==> config.mk <==
export PLATFORM = sky130hd
export DESIGN_NAME = mult_div_unit
export DESIGN_NICKNAME = d
export VERILOG_FILES = /design/src/rtl/mult_div_unit.sv
export SDC_FILE = /design/constraint.sdc
export NUM_CORES = 1
export LEC_CHECK = 0
export CAP_MARGIN = 20
export CORE_MARGIN = 2
export CORE_UTILIZATION = 50
export DETAILED_ROUTE_END_ITERATION = 7
export PLACE_DENSITY_LB_ADDON = 0.15
export SLEW_MARGIN = 20
export SYNTH_ARGS = -nofsm -noshare
export SYNTH_HDL_FRONTEND = slang
export SYNTH_SLANG_ARGS = --single-unit
==> constraint.sdc <==
create_clock -name clk -period 4.3 [get_ports clk]
set_input_delay 0.86 -clock clk [delete_from_list [all_inputs] [get_ports clk]]
set_output_delay 0.86 -clock clk [all_outputs]
set_load 0.05 [all_outputs]
==> src/rtl/mult_div_unit.sv <==
// mult_div_unit: multicycle signed Booth multiplier and restoring divider feeding the MIPS Hi/Lo registers.
module mult_div_unit (
  input  logic        clk,
  input  logic        reset,
  input  logic        start,
  input  logic        op,
  input  logic [31:0] a_in,
  input  logic [31:0] b_in,
  output logic        busy,
  output logic        done,
  output logic        div_zero,
  output logic [31:0] mult_hi,
  output logic [31:0] mult_lo,
  output logic [31:0] div_hi,
  output logic [31:0] div_lo
);
  typedef enum logic [1:0] {IDLE, MULT, DIV, DONE} state_t;
  state_t      state_q, state_d;
  logic [4:0]  cnt_q, cnt_d;
  logic [65:0] p_q, p_d, p_step;
  logic [32:0] b_q, b_d, booth_acc, r_sh, diff;
  logic [31:0] r_q, r_d, q_q, q_d, r_step, q_step, a_mag, b_mag;
  logic        q_neg_q, q_neg_d, r_neg_q, r_neg_d;
  logic        busy_q, busy_d, done_q, done_d, dz_q, dz_d;
  logic [31:0] mh_q, mh_d, ml_q, ml_d, dh_q, dh_d, dl_q, dl_d;
  always_comb begin
    a_mag = a_in[31] ? -a_in : a_in;
    b_mag = b_in[31] ? -b_in : b_in;
    // acc is one bit wider than the operand so negating 0x80000000 cannot overflow
    booth_acc = (p_q[1:0] == 2'b01) ? p_q[65:33] + b_q :
                (p_q[1:0] == 2'b10) ? p_q[65:33] - b_q : p_q[65:33];
    p_step = 66'($signed({booth_acc, p_q[32:0]}) >>> 1);
    r_sh = {r_q, q_q[31]};
    diff = r_sh - b_q;
    r_step = diff[32] ? r_sh[31:0] : diff[31:0];
    q_step = {q_q[30:0], ~diff[32]};
    state_d = state_q;
    cnt_d = cnt_q;
    p_d = p_q;
    b_d = b_q;
    r_d = r_q;
    q_d = q_q;
    q_neg_d = q_neg_q;
    r_neg_d = r_neg_q;
    busy_d = 1'b0;
    done_d = 1'b0;
    dz_d = 1'b0;
    mh_d = mh_q;
    ml_d = ml_q;
    dh_d = dh_q;
    dl_d = dl_q;
    case (state_q)
      IDLE: if (start) begin
        cnt_d = 5'd0;
        if (!op) begin
          p_d = {33'd0, a_in, 1'b0};
          b_d = {b_in[31], b_in};
          state_d = MULT;
          busy_d = 1'b1;
        end else if (b_in == 32'd0) begin
          state_d = DONE;
          done_d = 1'b1;
          dz_d = 1'b1;
        end else begin
          r_d = 32'd0;
          q_d = a_mag;
          b_d = {1'b0, b_mag};
          q_neg_d = a_in[31] ^ b_in[31];
          r_neg_d = a_in[31];
          state_d = DIV;
          busy_d = 1'b1;
        end
      end
      MULT: begin
        p_d = p_step;
        cnt_d = cnt_q + 5'd1;
        busy_d = cnt_q != 5'd31;
        if (cnt_q == 5'd31) begin
          mh_d = p_step[64:33];
          ml_d = p_step[32:1];
          state_d = DONE;
          done_d = 1'b1;
        end
      end
      DIV: begin
        r_d = r_step;
        q_d = q_step;
        cnt_d = cnt_q + 5'd1;
        busy_d = cnt_q != 5'd31;
        if (cnt_q == 5'd31) begin
          dl_d = q_neg_q ? -q_step : q_step;
          dh_d = r_neg_q ? -r_step : r_step;
          state_d = DONE;
          done_d = 1'b1;
        end
      end
      DONE: state_d = IDLE;
    endcase
  end
  always_ff @(posedge clk) begin
    if (reset) begin
      state_q <= IDLE;
      cnt_q <= 5'd0;
      p_q <= 66'd0;
      b_q <= 33'd0;
      r_q <= 32'd0;
      q_q <= 32'd0;
      q_neg_q <= 1'b0;
      r_neg_q <= 1'b0;
      busy_q <= 1'b0;
      done_q <= 1'b0;
      dz_q <= 1'b0;
      mh_q <= 32'd0;
      ml_q <= 32'd0;
      dh_q <= 32'd0;
      dl_q <= 32'd0;
    end else begin
      state_q <= state_d;
      cnt_q <= cnt_d;
      p_q <= p_d;
      b_q <= b_d;
      r_q <= r_d;
      q_q <= q_d;
      q_neg_q <= q_neg_d;
      r_neg_q <= r_neg_d;
      busy_q <= busy_d;
      done_q <= done_d;
      dz_q <= dz_d;
      mh_q <= mh_d;
      ml_q <= ml_d;
      dh_q <= dh_d;
      dl_q <= dl_d;
    end
  end
  assign busy = busy_q;
  assign done = done_q;
  assign div_zero = dz_q;
  assign mult_hi = mh_q;
  assign mult_lo = ml_q;
  assign div_hi = dh_q;
  assign div_lo = dl_q;
endmodule

==> results.json, run 1 <==
{
  "synth_area_leader_cell": "dfxtp_1",
  "reg2reg_setup_slack_ns": 0.12,
  "synth_top_area_frac": 0.301,
  "pin_count": 199,
  "antenna_found_initial": 0,
  "ys_warn_count": 0,
  "end_kind": "flip-flop",
  "period_share": 0.972,
  "synth-seq-area-share": 0.301,
  "n_fill_cell": 3600,
  "vdd_drop_max_mv": 0.413,
  "synth.distinct_cells": 94,
  "cp.required_ns": 4.75,
  "yosys_register_bits": 302,
  "r2r_cells": 16,
  "initial_core_util": 0.506,
  "cts_tree": "yes",
  "grt_max_degree": 97,
  "ys_top_cells_by_count": "nand2_1 (406), dfxtp_1 (302), nor2_1 (290)",
  "ant_nets": 0,
  "core_sq_mm": 0.0397,
  "core.rowCount": 73,
  "final.min_clock_period_ns": 4.18,
  "min_to": "div_hi[16]",
  "dp_hpwl_mm": 50.7,
  "slew_headroom": 0.251,
  "htreeDepth": 2,
  "synth-edff-count": 0,
  "synthesis.nets": 2869,
  "drt-total-wl_mm": 68.1,
  "syn_inst": 2692,
  "crit_type": "flip-flop to flip-flop",
  "grt_pass1_vias": 19700,
  "maxSlewViolCount": 0,
  "clkTransAtPathRegs_ns": 0.06,
  "comb_power_share": 0.447,
  "place_area_sq_mm": 0.0234,
  "area_delta_synth_final_pct": 24.5,
  "synth_most_common_cell": "nand2_1",
  "dieArea_sq_mm": 0.0418,
  "grt_pass1_wl_mm": 106,
  "place_congestion": 0.932,
  "numCtsBuffers": 37,
  "sw_frac_of_total": 0.410,
  "drt_iter0_markers": 1459,
  "crit_fanout": 5,
  "cts_buffer_depth": 3,
  "synth.area.top_cells": "dfxtp_1 (30%), nand2_1 (7.6%), a21oi_1 (6.8%), ha_1 (6.6%), nor2_1 (5.4%)",
  "synthArstFlopShare": 0,
  "fp.dieW_um": 204,
  "min_from": "div_hi[16]",
  "fmax_mhz": 239,
  "r2r_start": "q_q[31]",
  "clock_latency_ns": 0.57,
  "finalHoldViolations": 0,
  "diodes": 0,
  "cts_root_buf": "clkbuf_16",
  "grt_use_total": 0.320,
  "setup_viol": 0,
  "regToRegEndpoint": "div_hi[30]",
  "regArea_sq_mm": 0.00605,
  "vias": 20400,
  "power.total_uw": 11900,
  "netlist_area_sq_mm": 0.0201,
  "wl_per_cell_um": 19.5,
  "port-buffer-count": 198,
  "drt_pass1_iterations": 5,
  "cap_violations": 0,
  "leakagePower_uw": 0.00956,
  "power_switching_uw": 4870,
  "utilization": 0.630,
  "internal_power_uw": 7010,
  "ys.flop_type": "dfxtp_1",
  "drc": 0,
  "final_area_sq_mm": 0.0250,
  "cts_sinks": 302,
  "viasPerCell": 5.84,
  "grt_overflow_total": 0,
  "sequentialPowerShare": 0.283,
  "hold_path_depth": 2,
  "cts_hold_buf": 0,
  "p_clk_frac": 0.270,
  "multiInputGateArea_sq_mm": 0.0134,
  "tightest_slew_ns": 1.12,
  "hold_path.class": "flip-flop to flip-flop",
  "status": "complete, no violations",
  "worstPathArrival_ns": 4.63,
  "fin_skew_ns": 0.0149,
  "die_h_um": 204,
  "num-nets-final": 3111,
  "power.density_cell_area_mw_per_mm2": 475,
  "worst_setup_path_start_kind": "flip-flop",
  "drive_gt1_frac": 0.110,
  "timing.setup.tns_ns": 0,
  "syn_avg_cell_area_sq_um": 7.46
}
-- repair_timing --
action                                  in CTS  in global routing
endpoints found under the setup margin       2                 34
setup buffers                                1                  9
hold endpoints to repair                     0                  0
pin swaps                                    0                 16
gates resized for setup                      0                 51
-- critical path: stages (launching register included) --
cell,delay [ns]
dfxtp_2,0.35
inv_2,0.09
ha_4,0.14
fa_2,0.23
nor2b_2,0.05
o31a_1,0.33
o31ai_4,0.33
o22ai_4,0.13
a21oi_4,0.22
xor2_4,0.34
buf_6,0.18
mux2_4,0.30
or3_4,0.44
nor4_4,0.41
and4bb_2,0.29
mux2i_1,0.19
nand2_1,0.06
-- how the worst max path moves through the flow --
stage	startpoint	depth (start not counted)	slack, ns	end
floorplan	b_q[2]	22	0.009	div_hi[28]
global placement	b_in[6]	13	0.006	q_q[0]
detailed placement	b_in[7]	13	-0.08	q_q[0]
CTS	b_q[25]	15	0.0004	div_hi[29]
global route	b_q[26]	15	-0.02	div_hi[30]
finish	q_q[31]	16	0.12	div_hi[30]
-- logic make-up (layout without fill, tap and decap cells) --
logic type,count (synthesis),after routing,share of synthesized area
xor+xnor,182,182,0.0793
flops,302,302,0.301
fa+ha+maj,109,109,0.0690
simple gates,1012,1012,0.227
mux,60,60,0.0309
buf+inv,260,530,0.0503
compound gates,767,767,0.242
-- sequential cells by signal, summed over array words and instances, names as in the netlist --
signal and cells:
p_q 65, state_q 2, cnt_q 5, div_hi 32, mult_hi 32, mult_lo 32
r_q 32, r_neg_q 1, div_lo 32, busy 1, q_q 32, q_neg_q 1
div_zero 1, b_q 33, done 1
-- layout by cell type (no fill, tap or decap), types with 15 or more instances in the layout --
cell type / count
mux2i_1: 52
a21o_1: 23
nor2b_1: 15
clkdlybuf4s50_1: 197
and2_1: 15
nand2_1: 403
nand4_1: 16
nor2_1: 288
o211ai_1: 15
a211oi_1: 107
nor3_1: 49
a22oi_1: 29
dfxtp_1: 299
a21oi_1: 268
buf_4: 169
nand3_1: 81
or3_1: 27
ha_1: 95
xnor2_1: 83
clkbuf_16: 38
o21bai_1: 19
nand2b_1: 23
o21ai_0: 124
xor2_1: 98
inv_1: 85
o31ai_1: 38
-- power by group through the flow --
stage	clock network (uW)	logic [uW]	registers, uW
final	3200	5310	3360
after global routing	3350	5800	3390
after CTS	3250	5050	3350
after detailed placement	0	5020	3410
after global placement	0	4960	3400
after floorplan	0	3400	3320
-- cell type report --
cell class / instances / share of cell area
Clock inverter: 19 / 0.00750
Multi-Input combinational cell: 2130 / 0.534
Clock buffer: 48 / 0.0419
Sequential cell: 302 / 0.242
Tap cell: 525 / 0.0263
Timing Repair Buffer: 375 / 0.135
Inverter: 88 / 0.0134
-- per-layer routing --
layer	vias up	track usage	share of wire
met4	0	0.111	0.032
met3	124	0.0359	0.047
li1	9999	-	-
met5	-	0	0
met2	583	0.570	0.49
met1	9673	0.399	0.43
-- metrics by stage --
stage / std cells / worst slack (ns) / hold WS, ns
finish: 3487 / 0.118 / 0.446
floorplan: 2692 / 0.00919 / 0.436
global placement: 3410 / 0.00628 / 0.442
detailed placement: 3410 / -0.0781 / 0.444
global route: 3487 / -0.0216 / 0.477
CTS: 3478 / 0.000407 / 0.450
Power figures use the tool's default switching activity.
==> inputs of run 2 (changes only) <==
--- a/config.mk
+++ b/config.mk
@@ -5,6 +5,7 @@
 export SDC_FILE = /design/constraint.sdc
 export NUM_CORES = 1
 export LEC_CHECK = 0
+export ABC_AREA = 1
 export CAP_MARGIN = 20
 export CORE_MARGIN = 2
 export CORE_UTILIZATION = 50
==> run 2 against run 1 <==
Compared with the run above:
- non-clock buffer count decreased by 137
- sequential cell count unchanged
- fmax increased by 5.1%
- synthesized area increased by 9.9%
- critical path depth increased by 13
- count of clock-buffer cells in the layout increased by 2
- register-to-register slack improved by 0.20 ns
==> results.json, run 2 <==
{
  "status": "complete, no violations",
  "antenna_found_initial": 7,
  "comb_power_share": 0.471,
  "area_delta_synth_final_pct": 16.7,
  "dieArea_sq_mm": 0.0459,
  "n_fill_cell": 4263,
  "slowest_stage": "fa_2",
  "worstPathArrival_ns": 4.44,
  "ys.flop_type": "dfxtp_1",
  "maxSlewViolCount": 0,
  "top_register": "p_q",
  "synth_top_area_frac": 0.274,
  "power.density_cell_area_mw_per_mm2": 502,
  "p_clk_frac": 0.263,
  "synth.distinct_cells": 59,
  "utilization": 0.594,
  "core.rowCount": 76,
  "worst_setup_path_start_kind": "flip-flop",
  "grt_max_degree": 122,
  "drive_gt1_frac": 0.0585,
  "slew_headroom": 0.265,
  "port-buffer-count": 198,
  "fin_skew_ns": 0.0187,
  "synth-seq-area-share": 0.274,
  "vias": 24100,
  "drc": 0,
  "htreeDepth": 2,
  "grt_use_total": 0.331,
  "cts_buffer_depth": 3,
  "synth_area_leader_cell": "dfxtp_1",
  "rsz0062_at_grt": "true",
  "num-nets-final": 3844,
  "viasPerCell": 5.63,
  "final.min_clock_period_ns": 3.98,
  "slowest_delay_ns": 0.36,
  "reg2reg_setup_slack_ns": 0.32,
  "pin_count": 199,
  "crit_fanout": 11,
  "ant_nets": 0,
  "grt_pass1_wl_mm": 122,
  "sequentialPowerShare": 0.266,
  "cp-endpoint": "div_lo[30]",
  "grt_pass1_vias": 22500,
  "synthesis.nets": 3727,
  "synth_top_family_by_area": "simple AND/OR/NAND/NOR gates",
  "yosys.area_share.simple": 0.314,
  "reg.largest.list": "p_q x65, b_q x33",
  "cts_sinks": 302,
  "grt_overflow_total": 0,
  "drt_pass1_iterations": 6,
  "drt_iter0_markers": 2231,
  "regToRegEndpoint": "div_lo[30]",
  "synth_compound_area_frac": 0.198,
  "power_switching_uw": 5920,
  "fp.dieW_um": 214,
  "tightest_slew_ns": 1.10,
  "setup_viol": 0,
  "largest_reg_flops": 65,
  "yosys_register_bits": 302,
  "synthMuxAreaShare": 0,
  "cap_violations": 0,
  "layout_commonest_cell": "nand2_1",
  "ys_top_cells_by_count": "nand2_1 (853), inv_1 (423), nor2_1 (411)",
  "drt-total-wl_mm": 78.9,
  "wl_per_cell_um": 18.4,
  "ys_warn_count": 0,
  "core_sq_mm": 0.0434,
  "sw_frac_of_total": 0.458,
  "synth_adder_area_share": 0.0628,
  "r2r_cells": 29,
  "clkTransAtPathRegs_ns": 0.06,
  "cts_root_buf": "clkbuf_16",
  "fmax_mhz": 251,
  "dp_hpwl_mm": 60.6,
  "setup.worst_path.start": "b_q[0]",
  "synth-edff-count": 0,
  "place_congestion": 1.02,
  "cts_hold_buf": 0,
  "cts_tree": "yes",
  "finalHoldViolations": 0,
  "netlist_area_sq_mm": 0.0221,
  "clock_latency_ns": 0.57,
  "cp.required_ns": 4.76,
  "power.total_uw": 12900,
  "vdd_drop_max_mv": 0.371,
  "initial_core_util": 0.509,
  "final_cell_mix": "nand2_1 (853), inv_1 (420), nor2_1 (410)",
  "r2r_start": "b_q[0]",
  "internal_power_uw": 7010,
  "leakagePower_uw": 0.0119,
  "syn_inst": 3550,
  "crit_type": "flip-flop to flip-flop",
  "numCtsBuffers": 37,
  "synth-xor-area-share": 0.0464,
  "syn_avg_cell_area_sq_um": 6.22,
  "cp_common_cell": "nand2_2",
  "end_kind": "flip-flop",
  "synth.area.top_cells": "dfxtp_1 (27%), nand2_1 (15%), a21oi_1 (7.3%), inv_1 (7.2%), nor2_1 (7.0%)",
  "hold_path.class": "flip-flop to flip-flop",
  "synthArstFlopShare": 0,
  "die_h_um": 214,
  "period_share": 0.925,
  "synth_most_common_cell": "nand2_1"
}
## run 2: changes by cell type after synthesis, sizes merged, moves of 55 or more
cell	before	now
nand3	81	163
nor2	290	430
nand2	407	895
inv	86	428
a211oi	108	23
o21ai	132	308
xnor2	83	28
## run 2: worst min-delay path by stage
stage / start / to / cells after the start
after floorplan: p_q[32] / p_q[31] / 2
after global placement: mult_hi[15] / mult_hi[15] / 2
after detailed placement: mult_hi[15] / mult_hi[15] / 2
after CTS: mult_hi[15] / mult_hi[15] / 2
after global routing: mult_hi[12] / mult_hi[12] / 2
final: mult_hi[12] / mult_hi[12] / 2
## run 2: kinds of logic after synthesis
family | after synthesis
adder cells (fa/ha/maj) | 109
AO/OA/AOI/OAI | 793
XOR/XNOR | 117
AND/OR/NAND/NOR | 1635
buffers and inverters | 594
flip-flops | 302
## run 2: through the flow
| stage | std cells | area (sq um) | hold slack (ns) | TNS (ns) | worst slack (ns) |
|---|---|---|---|---|---|
| 2_1_floorplan | 3550 | 22100 | 0.451 | 0 | 0.525 |
| 3_3_place_gp | 4210 | 24400 | 0.461 | 0 | 0.322 |
| 3_5_place_dp | 4210 | 24400 | 0.460 | 0 | 0.159 |
| 4_1_cts | 4275 | 25700 | 0.473 | 0 | 0.103 |
| 5_1_grt | 4279 | 25800 | 0.497 | -0.181 | -0.115 |
| 6_report | 4283 | 25800 | 0.472 | 0 | 0.322 |
## run 2: metal layers
layer,GRT usage,vias to the layer above,part of all wire
li1,-,11800,-
met1,0.424,11200,0.43
met2,0.565,930,0.47
met3,0.0559,155,0.073
met4,0.111,4,0.034
met5,0,-,0.00032
## run 2: repair_timing
action | 4_1_cts | 5_1_grt
setup endpoints to repair | 0 | 23
gates resized for setup | 0 | 11
setup buffers | 0 | 3
## run 2: power by group through the flow
stage                     registers [uW]  logic [uW]  clock network, uW
after global routing                3480        6750               3550
after global placement              3470        5790                  0
after floorplan                     3400        4300                  0
final                               3450        6090               3400
after detailed placement            3490        5860                  0
after CTS                           3430        5910               3450
## run 2: area by class of cell
cell class	instances	area, sq um	area share
flip-flops and latches	302	6050	0.235
clock inverters	15	255	0.00990
repair buffers	238	2300	0.0891
clock buffers	50	1040	0.0402
well taps	585	732	0.0284
multi-input cells	2654	13800	0.534
inverters	434	1640	0.0635
diodes	5	12.5	0.000485
## run 2: worst max-delay path: cells and delay by family (launching register included)
kind	cells	cell delay (ns)
AND/OR/NAND/NOR	18	2.03
adder cells (fa/ha/maj)	3	0.78
buffers and inverters	5	0.39
flip-flops	1	0.34
AO/OA/AOI/OAI	2	0.25
XOR/XNOR	1	0.09
